<file path="src/rtl/sbqm_param_if.sv">
// Sensor/teller inputs and queue status outputs of the bank-queue manager.
// The master drives the sensors and the teller count; the slave reports queue state.
interface sbqm_param_if #(
    parameter int N  = 3,
    parameter int TW = 2,
    parameter int WW = 5
) ();
    logic [TW-1:0] tcount;
    logic          backphoto;
    logic          forwardphoto;
    logic [N-1:0]  pcount;
    logic          full;
    logic          empty;
    logic [WW-1:0] wtime;
    logic          wtime_valid;
    logic          reject;
    logic          underflow;

    modport master (
        output tcount, backphoto, forwardphoto,
        input  pcount, full, empty, wtime, wtime_valid, reject, underflow
    );

    modport slave (
        input  tcount, backphoto, forwardphoto,
        output pcount, full, empty, wtime, wtime_valid, reject, underflow
    );
endinterface

</file>
<file path="src/rtl/sbqm_param.sv">
// Bank-queue manager: synchronised arrival/departure sensing, saturating count,
// and a multi-cycle restoring divider that computes the expected waiting time.
module sbqm_param #(
    parameter int N        = 3,
    parameter int TW       = 2,
    parameter int SVC_TIME = 3,
    parameter int WW       = 5
) (
    input  logic         clk,
    input  logic         reset,
    sbqm_param_if.slave  bus
);
    localparam int WN = N + TW + 2;
    localparam int CW = $clog2(WN + 1);
    localparam logic [N-1:0] PC_MAX = '1;

    typedef enum logic [1:0] {S_IDLE, S_LOAD, S_DIV, S_DONE} state_t;

    // Sensor conditioning: index 0 = back (arrival), index 1 = front (departure).
    logic [1:0] w_sens;
    logic [1:0] w_evt;
    assign w_sens = {bus.forwardphoto, bus.backphoto};

    generate
        for (genvar gi = 0; gi < 2; gi++) begin : g_sensor
            logic r_s1, r_s2, r_prev;
            always_ff @(posedge clk) begin
                if (!reset) begin
                    r_s1   <= 1'b0;
                    r_s2   <= 1'b0;
                    r_prev <= 1'b0;
                end else begin
                    r_s1   <= w_sens[gi];
                    r_s2   <= r_s1;
                    r_prev <= r_s2;
                end
            end
            assign w_evt[gi] = r_s2 & ~r_prev;
        end
    endgenerate

    logic [N-1:0]  r_pc, w_pc_next;
    logic          r_full, r_empty, r_rej, r_und;
    logic          w_rej_next, w_und_next;
    logic [TW-1:0] r_tc;

    always_comb begin
        w_pc_next  = r_pc;
        w_rej_next = 1'b0;
        w_und_next = 1'b0;
        case (w_evt)
            2'b01: begin
                if (r_pc == PC_MAX) w_rej_next = 1'b1;
                else                w_pc_next  = r_pc + N'(1);
            end
            2'b10: begin
                if (r_pc == '0) w_und_next = 1'b1;
                else            w_pc_next  = r_pc - N'(1);
            end
            2'b11: begin
                // Simultaneous events cancel, except that an empty queue takes the arrival.
                if (r_pc == '0) begin
                    w_pc_next  = N'(1);
                    w_und_next = 1'b1;
                end
            end
            default: ;
        endcase
    end

    always_ff @(posedge clk) begin
        if (!reset) begin
            r_pc    <= '0;
            r_full  <= 1'b0;
            r_empty <= 1'b1;
            r_rej   <= 1'b0;
            r_und   <= 1'b0;
            r_tc    <= '0;
        end else begin
            r_pc    <= w_pc_next;
            r_full  <= (w_pc_next == PC_MAX);
            r_empty <= (w_pc_next == '0);
            r_rej   <= w_rej_next;
            r_und   <= w_und_next;
            r_tc    <= bus.tcount;
        end
    end

    state_t        r_state, w_state_next;
    logic [N-1:0]  r_pc_l;
    logic [TW-1:0] r_tc_l;
    logic [WN-1:0] r_quo, r_div, w_num;
    logic [WN:0]   r_rem, w_shift, w_trial;
    logic [CW-1:0] r_cnt;
    logic [WW-1:0] r_wtime, w_result;
    logic          r_valid;
    logic          w_mismatch, w_latch, w_step, w_publish, w_invalidate, w_sat;

    assign w_mismatch = (r_pc_l != r_pc) || (r_tc_l != r_tc);

    always_ff @(posedge clk) begin
        if (!reset) r_state <= S_IDLE;
        else        r_state <= w_state_next;
    end

    always_comb begin
        w_state_next = r_state;
        w_latch      = 1'b0;
        w_step       = 1'b0;
        w_publish    = 1'b0;
        w_invalidate = 1'b0;
        case (r_state)
            S_IDLE: begin
                if (w_mismatch) begin
                    w_state_next = S_LOAD;
                    w_invalidate = 1'b1;
                end
            end
            S_LOAD: begin
                w_latch      = 1'b1;
                w_state_next = S_DIV;
            end
            S_DIV: begin
                if (w_mismatch) begin
                    w_state_next = S_LOAD;
                end else begin
                    w_step = 1'b1;
                    if (r_cnt == CW'(1)) w_state_next = S_DONE;
                end
            end
            S_DONE: begin
                if (w_mismatch) begin
                    w_state_next = S_LOAD;
                end else begin
                    w_publish    = 1'b1;
                    w_state_next = S_IDLE;
                end
            end
            default: w_state_next = S_IDLE;
        endcase
    end

    // Numerator wraps when pcount and tc are both zero; that case is overridden in DONE.
    assign w_num   = WN'(SVC_TIME) * (WN'(r_pc) + WN'(r_tc) - WN'(1));
    assign w_shift = {r_rem[WN-1:0], r_quo[WN-1]};
    assign w_trial = w_shift - {1'b0, r_div};

    generate
        if (WN > WW) begin : g_sat
            assign w_sat = |r_quo[WN-1:WW];
        end else begin : g_nosat
            assign w_sat = 1'b0;
        end
    endgenerate

    always_comb begin
        w_result = WW'(r_quo);
        if (r_pc_l == '0)     w_result = '0;
        else if (r_tc_l == '0) w_result = '1;
        else if (w_sat)        w_result = '1;
    end

    always_ff @(posedge clk) begin
        if (!reset) begin
            r_pc_l  <= '0;
            r_tc_l  <= '0;
            r_quo   <= '0;
            r_rem   <= '0;
            r_div   <= '0;
            r_cnt   <= '0;
            r_wtime <= '0;
            r_valid <= 1'b1;
        end else begin
            if (w_latch) begin
                r_pc_l <= r_pc;
                r_tc_l <= r_tc;
                r_quo  <= w_num;
                r_rem  <= '0;
                r_div  <= WN'(r_tc);
                r_cnt  <= CW'(WN);
            end
            if (w_step) begin
                r_quo <= {r_quo[WN-2:0], ~w_trial[WN]};
                r_rem <= w_trial[WN] ? w_shift : w_trial;
                r_cnt <= r_cnt - CW'(1);
            end
            if (w_invalidate) r_valid <= 1'b0;
            if (w_publish) begin
                r_wtime <= w_result;
                r_valid <= 1'b1;
            end
        end
    end

    assign bus.pcount      = r_pc;
    assign bus.full        = r_full;
    assign bus.empty       = r_empty;
    assign bus.reject      = r_rej;
    assign bus.underflow   = r_und;
    assign bus.wtime       = r_wtime;
    assign bus.wtime_valid = r_valid;
endmodule

</file>
<file path="src/flat_wrapper.sv">
// flat-port wrapper written by rule: the top's interface ports become plain ports
module sbqm_param_flat 
#(
    parameter int N        = 3,
    parameter int TW       = 2,
    parameter int SVC_TIME = 3,
    parameter int WW       = 5
)
  (clk, reset, bus_tcount, bus_backphoto, bus_forwardphoto, bus_pcount, bus_full, bus_empty, bus_wtime, bus_wtime_valid, bus_reject, bus_underflow);
  sbqm_param_if #(.N(N), .TW(TW), .WW(WW)) bus_i ();
  input  logic clk;
  input  logic reset;
  input wire logic [$bits(bus_i.tcount)-1:0] bus_tcount;
  input wire logic [$bits(bus_i.backphoto)-1:0] bus_backphoto;
  input wire logic [$bits(bus_i.forwardphoto)-1:0] bus_forwardphoto;
  output wire logic [$bits(bus_i.pcount)-1:0] bus_pcount;
  output wire logic [$bits(bus_i.full)-1:0] bus_full;
  output wire logic [$bits(bus_i.empty)-1:0] bus_empty;
  output wire logic [$bits(bus_i.wtime)-1:0] bus_wtime;
  output wire logic [$bits(bus_i.wtime_valid)-1:0] bus_wtime_valid;
  output wire logic [$bits(bus_i.reject)-1:0] bus_reject;
  output wire logic [$bits(bus_i.underflow)-1:0] bus_underflow;
  assign bus_i.tcount = bus_tcount;
  assign bus_i.backphoto = bus_backphoto;
  assign bus_i.forwardphoto = bus_forwardphoto;
  assign bus_pcount = bus_i.pcount;
  assign bus_full = bus_i.full;
  assign bus_empty = bus_i.empty;
  assign bus_wtime = bus_i.wtime;
  assign bus_wtime_valid = bus_i.wtime_valid;
  assign bus_reject = bus_i.reject;
  assign bus_underflow = bus_i.underflow;
  sbqm_param #(.N(N), .TW(TW), .SVC_TIME(SVC_TIME), .WW(WW)) u_core (.clk(clk), .reset(reset), .bus(bus_i));
endmodule
</file>
<file path="config.mk">
export PLATFORM = sky130hd
export DESIGN_NAME = sbqm_param_flat
export DESIGN_NICKNAME = d
export VERILOG_FILES = /design/src/rtl/sbqm_param_if.sv /design/src/rtl/sbqm_param.sv /design/src/flat_wrapper.sv
export SDC_FILE = /design/constraint.sdc
export NUM_CORES = 1
export LEC_CHECK = 0
export BUFFER_PORTS_ARGS = -buffer_cell sky130_fd_sc_hd__buf_2
export CORE_MARGIN = 8
export CORE_UTILIZATION = 36
export DETAILED_ROUTE_END_ITERATION = 10
export GPL_ROUTABILITY_DRIVEN = 0
export GPL_TIMING_DRIVEN = 0
export SYNTH_ARGS = -nofsm -noshare
export SYNTH_HDL_FRONTEND = slang
export SYNTH_SLANG_ARGS = --single-unit
export TNS_END_PERCENT = 100
</file>
<file path="constraint.sdc">
create_clock -name clk -period 3.3 [get_ports clk]
set_input_delay 0.66 -clock clk [delete_from_list [all_inputs] [get_ports clk]]
set_output_delay 0.66 -clock clk [all_outputs]
set_load 0.005 [all_outputs]
</file>
== Word-level counts from Yosys, hierarchy flattened ==
Index checks and enable logic that the tools add are counted.
Storage, ports and cells
  bits in registers: 45
  word-level logic and storage cells: 86
Operators by class
  add/subtract/negate cells: 6
  $mul: 1
  eq/ne operators: 13
  muxes and demuxes: 27
  bitwise logic cells: 6
  reductions and logical operators: 13
Operators by type and width (count)
  7-bit two-way mux: 5
  3-bit two-way mux: 5
  5-bit two-way mux: 3
  3-bit zero test: 3
  1-bit two-way mux: 9
  3-bit case mux with 3 select lines: 1
  2-bit equality test (second input constant): 4
  2-bit case mux with 4 select lines: 1
  8-bit by 2-bit subtractor with 8-bit output: 1
  2-bit by 7-bit multiplier with 7-bit output (first input constant): 1
  7-bit by 1-bit subtractor with 7-bit output (second input constant): 1
  3-bit equality test (second input constant): 2
  2-bit two-way mux: 3
  2-bit AND reduction: 3
  2-bit OR reduction: 3
  3-bit by 1-bit subtractor with 3-bit output (second input constant): 2
  3-bit by 2-bit adder with 4-bit output: 1
  2-bit by 1-bit equality test with 1-bit output (second input constant): 2
  2-bit zero test: 2
  1-bit NOT: 4
  3-bit by 1-bit adder with 3-bit output (second input constant): 1
  3-bit by 1-bit equality test with 1-bit output (second input constant): 1
  3-bit by 1-bit inequality test with 1-bit output (second input constant): 1
  3-bit inequality test: 1
  other kinds (5): 6

== Logic depth before layout (Yosys ltp) ==
Gate-level depths: netlist of the first run.
  word-level depth: 5
  mapped depth: 13

== Worst setup path before layout of the first run ==
OpenSTA, ideal clock, no wires.
  path type: register to register
  from: reg u_core.r_pc[0] (netlist: u_core.bus.pcount[0])
  to: reg u_core.r_quo[6]
  data arrival time: 2855 ps
  setup slack: 339 ps
  stages on the path, launching flop included: 13
  path buffers: 0
  clock period less this slack: 2961 ps
  cells stage by stage: dfxtp_1 -> ha_1 -> inv_1 -> fa_1 -> ha_1 -> inv_1 -> xnor2_1 -> ha_1 -> a211oi_1 -> nor2_1 -> a2111oi_0 -> a21oi_1 -> o311ai_0
Between the ends
  longest elaborated chain between the ends: 5
  elaborated cells on any way between the ends: 10
RTL lines
  from (decl): RTL line sbqm_param.sv:42  | logic [N-1:0] r_pc, w_pc_next;
  from (signal assigned): RTL line sbqm_param.sv:80  | r_pc <= w_pc_next;
  3-bit by 2-bit adder with 4-bit output or 3-bit inequality test (tied branches): RTL line sbqm_param.sv:144, sbqm_param.sv:99
  7-bit by 1-bit subtractor with 7-bit output or 1-bit logical OR (tied branches): RTL line sbqm_param.sv:144, sbqm_param.sv:99
  2-bit by 7-bit multiplier with 7-bit output or 1-bit two-way mux (tied branches): RTL line sbqm_param.sv:144, sbqm_param.sv:124
  7-bit two-way mux or 1-bit two-way mux (tied branches): RTL line sbqm_param.sv:174, sbqm_param.sv:112
  7-bit two-way mux or 2-bit nonzero test (tied branches)
  to (signal assigned): RTL line sbqm_param.sv:177  | r_quo <= w_num;
  to (signal assigned): RTL line sbqm_param.sv:183  | r_quo <= {r_quo[WN-2:0], ~w_trial[WN]};
  to (decl): RTL line sbqm_param.sv:92  | logic [WN-1:0] r_quo, r_div, w_num;
Several ways; a longest one is shown, not always the timed one. The select of a mux whose other input is x is not followed.
A chain may end at the register's enable or synchronous reset.

== Worst setup path after layout of the first run ==
  from: reg u_core.r_pc[0] (netlist: u_core.bus.pcount[0])
  to: reg u_core.r_quo[5]
The elaborated chain is that of the path after synthesis.

==> results of run 1 <==
sequential cells by signal, summed over array words and instances (netlist names):
signal	flops
u_core.g_sensor.r_s1	2
u_core.r_rem	7
u_core.r_tc_l	2
u_core.r_tc	2
u_core.bus.wtime_valid	1
u_core.r_quo	7
u_core.bus.underflow	1
u_core.bus.full	1
u_core.bus.reject	1
u_core.bus.pcount	3
u_core.g_sensor.r_s2	2
u_core.r_pc_l	3
u_core.bus.wtime	5
u_core.r_state	2
u_core.g_sensor.r_prev	2
u_core.bus.empty	1
u_core.r_cnt	3
cells in the mapped netlist (2+ instances only):
cell	count
dfxtp_1	45
nand2_1	27
a21oi_1	25
inv_1	22
nor2_1	18
ha_1	16
and2_1	11
clkbuf_1	11
nand3_1	11
nor3_1	8
o21ai_0	8
and3_1	7
mux2i_1	7
nand2b_1	7
xor2_1	7
a211oi_1	5
a22o_1	5
a31oi_1	4
nor2b_1	4
xnor2_1	4
fa_1	3
nor3b_1	3
a21boi_0	2
a22oi_1	2
buf_2	2
buf_6	2
nand4_1	2
nor3_2	2
o211ai_1	2
power by group through the flow:
stage / logic, mW / registers [mW] / clock network, mW
after floorplan: 0.371 / 0.648 / 0
after global placement: 0.461 / 0.660 / 0
after detailed placement: 0.470 / 0.659 / 0
after CTS: 0.477 / 0.648 / 0.436
after global routing: 0.570 / 0.657 / 0.455
final: 0.495 / 0.649 / 0.420
per-layer routing:
layer	routed length, um	vias to the layer above	global-route usage (%)
met4	70	0	4.13
li1	-	1064	-
met1	2630	954	14.0
met5	0	-	0
met3	215	6	2.75
met2	2410	28	19.1
critical path, stage by stage (launching register included):
cell      delay [ps]
dfxtp_2          400
ha_1             190
inv_1             50
fa_1             490
ha_1             240
inv_1            150
xnor2_2          160
inv_1             90
fa_1             440
nand2b_1         180
a21oi_1          170
xnor2_1          140
a22oi_1           80
a21oi_1          160
kinds of logic (layout without fill, tap and decap cells):
family                     after synthesis  count (layout)  share of synthesized area (%)
DFF                                     45              45                           36.4
xor gates and xnor gates                12              12                           4.55
muxes                                    7               7                           2.83
AOI/OAI and AO/OA                       66              66                           17.3
buffers and inverters                   37              64                           6.32
and+or+nand+nor                        106             106                           22.0
adders and majority gates               19              19                           10.5
final timing paths:
kind / to / slack (ps)
worst max-delay path: u_core.r_quo[5] / 270
worst min register to register: u_core.g_sensor[1].r_s2 / 440
worst min-delay path: u_core.g_sensor[1].r_s2 / 440
worst max register to register: u_core.r_quo[5] / 270
cells in the final DEF, fill, tap and decap left out, types with 7 or more instances in the layout:
| cell | instances |
|---|---|
| mux2i_1 | 7 |
| and3_1 | 7 |
| nand2b_1 | 7 |
| nand2_1 | 27 |
| clkbuf_1 | 11 |
| xor2_1 | 7 |
| and2_1 | 11 |
| a21oi_1 | 25 |
| dfxtp_1 | 43 |
| nand3_1 | 11 |
| nor3_1 | 8 |
| ha_1 | 16 |
| inv_1 | 22 |
| nor2_1 | 18 |
| o21ai_0 | 8 |
| buf_2 | 20 |
per-stage QoR:
stage	power (mW)	instances	cell area [um^2]	TNS (ps)	utilization, %
final	1.56	399	2800	0	41.7
after global placement	1.12	390	2670	0	39.7
after detailed placement	1.13	390	2670	-37.8	39.7
after CTS	1.56	398	2790	0	41.5
after global routing	1.68	399	2800	0	41.7
after floorplan	1.02	292	2470	0	-
cell type report:
cell class	count	share of cell area, %
Tap cell	80	3.57
Timing Repair Buffer	19	3.48
Clock buffer	5	2.45
Clock inverter	3	1.65
Buffer	15	2.63
Multi-Input combinational cell	210	51.0
Inverter	22	2.95
Sequential cell	45	32.2
repair_timing:
action,CTS,global route
cloned,0,0
buffers inserted,0,1
setup endpoints to repair,1,2
resized for setup,3,3
pin swaps,0,2
hold endpoints to repair,0,0
==> results.yml, run 1 <==
floorplanning:
  fp.dieArea_um2: 9780
  floorplan.initialDensity_pct: 36.8
  io_pins: 19
  die_w_um: 98.9
  rows: 30
  die_h_um: 98.9
  core_area_um2: 6720
route:
  wire_per_inst_um: 13.3
  dr.pass1.iters: 4
  drc_errors: 0
  via_per_inst: 5.14
  wl_um: 5320
  vias: 2052
  drtIter0Drc: 74
  ant_nets: 0
placement:
  io_buffers: 18
  dp_slack_ps: -37.8
  hpwl_um: 3970
global_routing:
  grt_pass1_wl_um: 9330
  grt_pass1_vias: 2057
  grt_max_degree: 16
  antenna_found_initial: 0
  grtUsageTotal_pct: 11.5
  grt_overflow: 0
clocking:
  clock-root-buffer: "clkbuf_8"
  clock-sinks: 45
  clk_pin_slew_worst_paths_ps: 90
  clk_latency_ps: 300
  htreeDepth: 2
  cts_buffers: 5
  ctsHoldBuffers: 0
  cts_tree: "built"
  cts_max_path_buffers: 2
timing:
  fin_crit_ps: 3030
  slew_headroom_pct: 63.2
  fin_hold_ws_ps: 440
  fin_skew_ps: 9.83
  finalWorstSetupSlack_ps: 275
  hold_violations: 0
  slew_viol_final: 0
  rsz0062_at_grt: "false"
  worst_pin_slew_ps: 546
  fmax_ghz: 0.331
  fin_crit_sh_pct: 91.7
  setup_violations: 0
final_layout:
  n_antenna_cell: 0
  seqCellArea_um2: 903
  area_growth_pct: 13.3
  multi_input_area_um2: 1430
  fillers: 673
  final_nets: 343
  drive_gt1_share_pct: 12.5
power_and_ir_drop:
  vdd_drop_max_v: 0.000183
  power_frac_clock_pct: 26.9
  intPower_mw: 1.04
  comb_power_share_pct: 31.7
  netSwitchingPower_mw: 0.523
  leakage_nw: 1.18
  pwr-share-seq_pct: 41.5
  swShare_pct: 33.4
  p_per_area_nw_per_um2: 558
critical_path:
  critPathLaunchType: "flip-flop"
  ff2ff_path_depth: 13
  cp.required_ps: 3530
  crit_path_start: "u_core.bus.pcount[0]"
  r2r-start: "u_core.bus.pcount[0]"
  worstPathMaxFanout: 6
  crit_arrival_ps: 3260
  critPathCaptureType: "flip-flop"
  path_class: "reg -> reg"
worst_hold_path:
  holdCritStartpoint: "u_core.g_sensor[1].r_s1"
  holdPathStages: 1
  hold_path_class: "reg -> reg"
synth:
  ys.flop_type: "dfxtp_1"
  yosysTopAreaCell: "dfxtp_1"
  yosysWarnings: 0
  async_reset_ff_share_pct: 0
  synth_edf_count: 0
  syn_area_um2: 2470
  synth-seq-area-share_pct: 36.4
  synthTopCellsByArea: "dfxtp_1 36%, ha_1 8.1%, a21oi_1 5.1%"
  synth_top_area_share_pct: 36.4
  ys_ff_latch: 45
  ys_types: 49
  syn_inst: 292
  synth_area_per_cell_um2: 8.48
  syn-num-nets: 317
outcome:
  status: "finished clean"
run:
  maxCapViolations: 0
(Power assumes the default switching activity.)
==> run 2, diff against run 1 <==
Settings changed: ABC_AREA from default to 1, CORE_MARGIN 8 to default.
==> results.yml, run 2 <==
global_routing:
  grt_pass1_vias: 2072
  grt_max_degree: 15
  grt_overflow: 0
  antenna_found_initial: 0
  grtUsageTotal_pct: 15.9
  grt_pass1_wl_um: 9530
final_layout:
  seqCellArea_um2: 903
  n_antenna_cell: 0
  final_cell_mix: "86 x nand2_1, 53 x inv_1, 45 x nor2_1"
  mostFrequentLayoutCell: "nand2_1"
  fillers: 790
  final_nets: 430
  drive_gt1_share_pct: 16.7
  multi_input_area_um2: 1490
  area_growth_pct: 11.5
  post-route-cell-area_um2: 2970
  final_cells: 505
power_and_ir_drop:
  total_power_mw: 1.87
  p_per_area_nw_per_um2: 629
  vdd_drop_max_v: 0.000189
  leakage_nw: 1.42
synth:
  async_reset_ff_share_pct: 0
  yosysWarnings: 0
  synth_top_area_share_pct: 33.8
  yosysMostFrequentCell: "nand2_1"
  yosysTopAreaCell: "dfxtp_1"
  syn-num-nets: 406
  syn_inst: 381
  ys_ff_latch: 45
  ys_top_cells_by_count: "86 x nand2_1, 53 x inv_1, 45 x dfxtp_1, 45 x nor2_1, 33 x nand3_1"
  synth-seq-area-share_pct: 33.8
  synth_area_per_cell_um2: 7.00
  ys_types: 31
  ys.flop_type: "dfxtp_1"
  synth_edf_count: 0
  synthTopCellsByArea: "dfxtp_1 34%, nand2_1 12%, ha_1 7.5%"
  syn_area_um2: 2670
critical_path:
  r2r-end: "u_core.r_quo[5]"
  crit_arrival_ps: 3200
  crit_slowest_cell: "fa_1"
  critPathLaunchType: "flip-flop"
  worstPathMaxFanout: 9
  r2r_slack_ps: 290
  path_cells: "ha_1, inv_1, fa_1, ha_1, inv_1, nand2_1, nand2_1, inv_1, fa_1, nor2_1, o21ai_0, nand2_1, nand2_1, nand3_1, nand2_1, nor2_1, nor2_1"
  cp.required_ps: 3480
  cpMostUsedCell: "nand2_1"
  path_class: "reg -> reg"
  cp_top_family: "adder cells"
  critPathCaptureType: "flip-flop"
  ff2ff_path_depth: 17
  cp.buffers_inverters: 3
  cpPeakStageDelay_ps: 490
  r2r-start: "u_core.bus.pcount[0]"
worst_hold_path:
  holdCritStartpoint: "u_core.g_sensor[0].r_s1"
  whs_endpoint: "u_core.g_sensor[0].r_s2"
  holdPathStages: 2
  hold_path_class: "reg -> reg"
floorplanning:
  die_w_um: 88.1
  core_area_um2: 7210
  fp.dieArea_um2: 7750
  die_h_um: 88.1
  floorplan.initialDensity_pct: 37.0
  rows: 31
  io_pins: 19
timing:
  worst_pin_slew_ps: 571
  rsz0062_at_grt: "false"
  fmax_ghz: 0.332
  slew_viol_final: 0
  fin_skew_ps: 4.37
  fin_crit_ps: 3010
  fin_crit_sh_pct: 91.3
  hold_violations: 0
  setup_violations: 0
  slew_headroom_pct: 61.9
  setup_tns_ps: 0
  fin_hold_ws_ps: 419
clocking:
  ctsHoldBuffers: 0
  clk_latency_ps: 310
  clk_pin_slew_worst_paths_ps: 90
  htreeDepth: 2
  cts_max_path_buffers: 2
  clock-root-buffer: "clkbuf_8"
  cts_tree: "built"
  cts_buffers: 5
  clock-sinks: 45
outcome:
  status: "finished clean"
placement:
  placed_area_um2: 2880
  io_buffers: 17
  hpwl_um: 4190
  dpl.cell_count: 497
route:
  dr.pass1.iters: 4
  drc_errors: 0
  via_per_inst: 4.62
  ant_nets: 0
  wl_um: 5580
  drtIter0Drc: 131
  wire_per_inst_um: 11.1
  vias: 2335
run:
  maxCapViolations: 0
[run 2: changes by cell type after synthesis, sizes merged, moves of 7 or more]
cell / previous run / this run
nand2: 27 / 93
nor2: 18 / 55
inv: 22 / 57
nand3: 11 / 34
o21ai: 8 / 23
and2: 12 / 0
clkbuf: 11 / 3
and3: 7 / 0
mux2i: 7 / 0
nand2b: 7 / 0
[run 2: report_power, final]
group,internal (mW),switching (mW)
Sequential,0.625,0.0675
Combinational,0.290,0.518
Clock,0.170,0.199
Total,1.08,0.784
[run 2: metal layers]
metal  GRT usage (%)  wire length [um]  vias to the layer above
met2            26.5              2570                       22
met1            20.3              2790                     1053
met4            6.30                91                        0
met5               0                 0                        -
met3            3.02               134                        7
li1                -                 -                     1253
[run 2: how the worst max path moves through the flow]
stage / from / end / slack (ps) / depth (start not counted)
3_5_place_dp: u_core.bus.pcount[0] / u_core.r_quo[5] / 160 / 17
5_1_grt: u_core.bus.pcount[0] / u_core.r_quo[5] / 20 / 17
2_1_floorplan: u_core.bus.pcount[0] / u_core.r_quo[5] / 510 / 17
4_1_cts: u_core.bus.pcount[0] / u_core.r_quo[5] / 140 / 17
3_3_place_gp: u_core.bus.pcount[0] / u_core.r_quo[5] / 200 / 17
6_report: u_core.bus.pcount[0] / u_core.r_quo[5] / 290 / 17
[run 2: layout make-up]
class	instances	share of cell area (%)
Clock inverter	2	0.463
Sequential cell	45	30.4
Clock buffer	6	2.78
Timing Repair Buffer	17	2.86
Multi-Input combinational cell	270	50.2
Tap cell	99	4.16
Inverter	58	7.36
Buffer	8	1.77
[run 2: logic make-up (layout without fill, tap and decap cells)]
family / count (synthesis) / after routing / synth area share, %
and+or+nand+nor: 196 / 196 / 33.0
buffers and inverters: 66 / 91 / 10.2
AOI/OAI and AO/OA: 49 / 49 / 11.3
DFF: 45 / 45 / 33.8
adders and majority gates: 19 / 19 / 9.76
xor gates and xnor gates: 6 / 6 / 1.97
[run 2: worst reg2reg max path, cell delays in order (launching register included)]
cell and delay [ps]:
dfxtp_2 450, ha_1 210, inv_1 50, fa_1 490
ha_1 260, inv_1 100, nand2_1 60, nand2_1 110
inv_1 70, fa_1 430, nor2_1 150, o21ai_0 130
nand2_1 80, nand2_1 50, nand3_1 60, nand2_1 50
nor2_1 90, nor2_1 40
[run 2: through the flow]
step / setup slack, ps / utilization [%]
finish: 286 / 41.2
global route: 17.5 / 41.2
CTS: 136 / 41.2
global placement: 196 / 39.9
floorplan: 508 / -
detailed placement: 160 / 39.9
[run 2: timing repair]
action                     4_1_cts  5_1_grt
setup buffers                    0        0
gates resized for setup          0        2
setup endpoints to repair        0        1
==> run 3, diff against run 2 <==
Settings changed: CORE_UTILIZATION 36 to 45.
==> results.yml, run 3 (synthesized netlist as in run 2, its figures left out) <==
outcome:
  status: "finished clean"
floorplanning:
  floorplan.initialDensity_pct: 47.5
  io_pins: 19
  fp.dieArea_um2: 6240
  rows: 27
  core_area_um2: 5610
  die_h_um: 79.0
  die_w_um: 79.0
timing:
  fin_crit_sh_pct: 92.6
  fmax_ghz: 0.327
  setup_violations: 0
  fin_crit_ps: 3050
  finalWorstSetupSlack_ps: 246
  fin_skew_ps: 7.09
  setup_tns_ps: 0
  rsz0062_at_grt: "false"
  hold_violations: 0
  slew_headroom_pct: 61.1
  slew_viol_final: 0
  worst_pin_slew_ps: 584
route:
  wire_per_inst_um: 11.5
  drtIter0Drc: 75
  drc_errors: 0
  via_per_inst: 4.80
  dr.pass1.iters: 4
  ant_nets: 0
  wl_um: 5470
  vias: 2290
global_routing:
  grt_max_degree: 14
  antenna_found_initial: 0
  grt_overflow: 0
  grtUsageTotal_pct: 19.2
  grt_pass1_wl_um: 9410
  grt_pass1_vias: 2068
critical_path:
  crit_slowest_cell: "fa_1"
  cpMostUsedCell: "nand2_1"
  crit_arrival_ps: 3220
  critPathCaptureType: "flip-flop"
  cp.required_ps: 3460
  worstPathMaxFanout: 7
  path_cells: "inv_1, fa_1, ha_1, inv_1, nand2_1, nand2_1, inv_1, fa_1, nor2_1, o21ai_0, nand2_1, nand2_1, nand3_1, nand2_1, nor2_1, nor2_1"
  cpPeakStageDelay_ps: 560
  critPathLaunchType: "flip-flop"
  path_class: "reg -> reg"
worst_hold_path:
  hold_path_class: "reg -> reg"
clocking:
  htreeDepth: 2
  clock-root-buffer: "clkbuf_8"
  post_cts_resized: 0
  clk_latency_ps: 290
  clock-sinks: 45
  ctsHoldBuffers: 0
  cts_tree: "built"
  clk_pin_slew_worst_paths_ps: 80
  post_cts_buffers: 0
  cts_buffers: 5
  cts_max_path_buffers: 2
run:
  maxCapViolations: 0
final_layout:
  final_nets: 430
  area_growth_pct: 10.5
  n_antenna_cell: 0
  mostFrequentLayoutCell: "nand2_1"
  drive_gt1_share_pct: 16.3
  final_cell_mix: "86 x nand2_1, 53 x inv_1, 45 x nor2_1"
placement:
  io_buffers: 17
  dp_slack_ps: 187
  hpwl_um: 4190
power_and_ir_drop:
  vdd_drop_max_v: 0.000283
  p_per_area_nw_per_um2: 644
  total_power_mw: 1.90
  leakage_nw: 1.43
==> run 3: cell types whose count changed in the layout (fill, tap and decap cells not counted) <==
| cell | previous run | this run |
|---|---|---|
| bufinv_16 | 0 | 1 |
| clkbuf_8 | 6 | 5 |
| clkinv_4 | 1 | 0 |
| dfxtp_1 | 43 | 44 |
| dfxtp_2 | 2 | 1 |
==> run 3: final cells by class <==
cell class	instances	area, um^2
sequential	45	902
fill	576	2660
multi-input combinational	270	1490
buffer	8	52.6
timing repair buffer	17	85.1
clock buffer	5	68.8
clock inverter	2	35.0
tap	72	90.1
inverter	58	219
==> run 3: metal layers <==
metal | vias to the layer above | GRT usage (%) | part of all wire (%)
met5 | - | 0 | 0
met1 | 999 | 26.2 | 51
met2 | 33 | 31.6 | 45
li1 | 1253 | - | -
met4 | 0 | 5.45 | 0.84
met3 | 5 | 2.76 | 3.4
==> run 3: where the power goes <==
part	internal (mW)	switching, mW	leakage [nW]
clock	0.220	0.181	0.0540
sequential	0.624	0.0662	0.368
combinational	0.291	0.514	1.00
==> run 3: worst max-delay path, delay by kind of cell, from the launching register on <==
family,cells,cell delay (ps)
adder cells (fa/ha/maj),3,1250
buffers and inverters,3,360
AND/OR/NAND/NOR,9,710
AO/OA/AOI/OAI,1,120
flip-flops,1,490
==> run 3: metrics by stage <==
stage	util, %	hold slack [ps]	cells	cell area [um^2]
after CTS	52.5	426	477	2950
after detailed placement	50.7	405	470	2840
after global routing	52.5	452	477	2950
final	52.5	419	477	2950
after floorplan	-	390	381	2670
after global placement	50.7	393	470	2840
==> run 3: final timing paths <==
check,start,to,slack (ps),depth (start not counted)
max,u_core.bus.pcount[1],u_core.r_quo[5],250,16
max reg2reg,u_core.bus.pcount[1],u_core.r_quo[5],250,16
min,u_core.g_sensor[1].r_s1,u_core.g_sensor[1].r_s2,420,2
min reg2reg,u_core.g_sensor[1].r_s1,u_core.g_sensor[1].r_s2,420,2
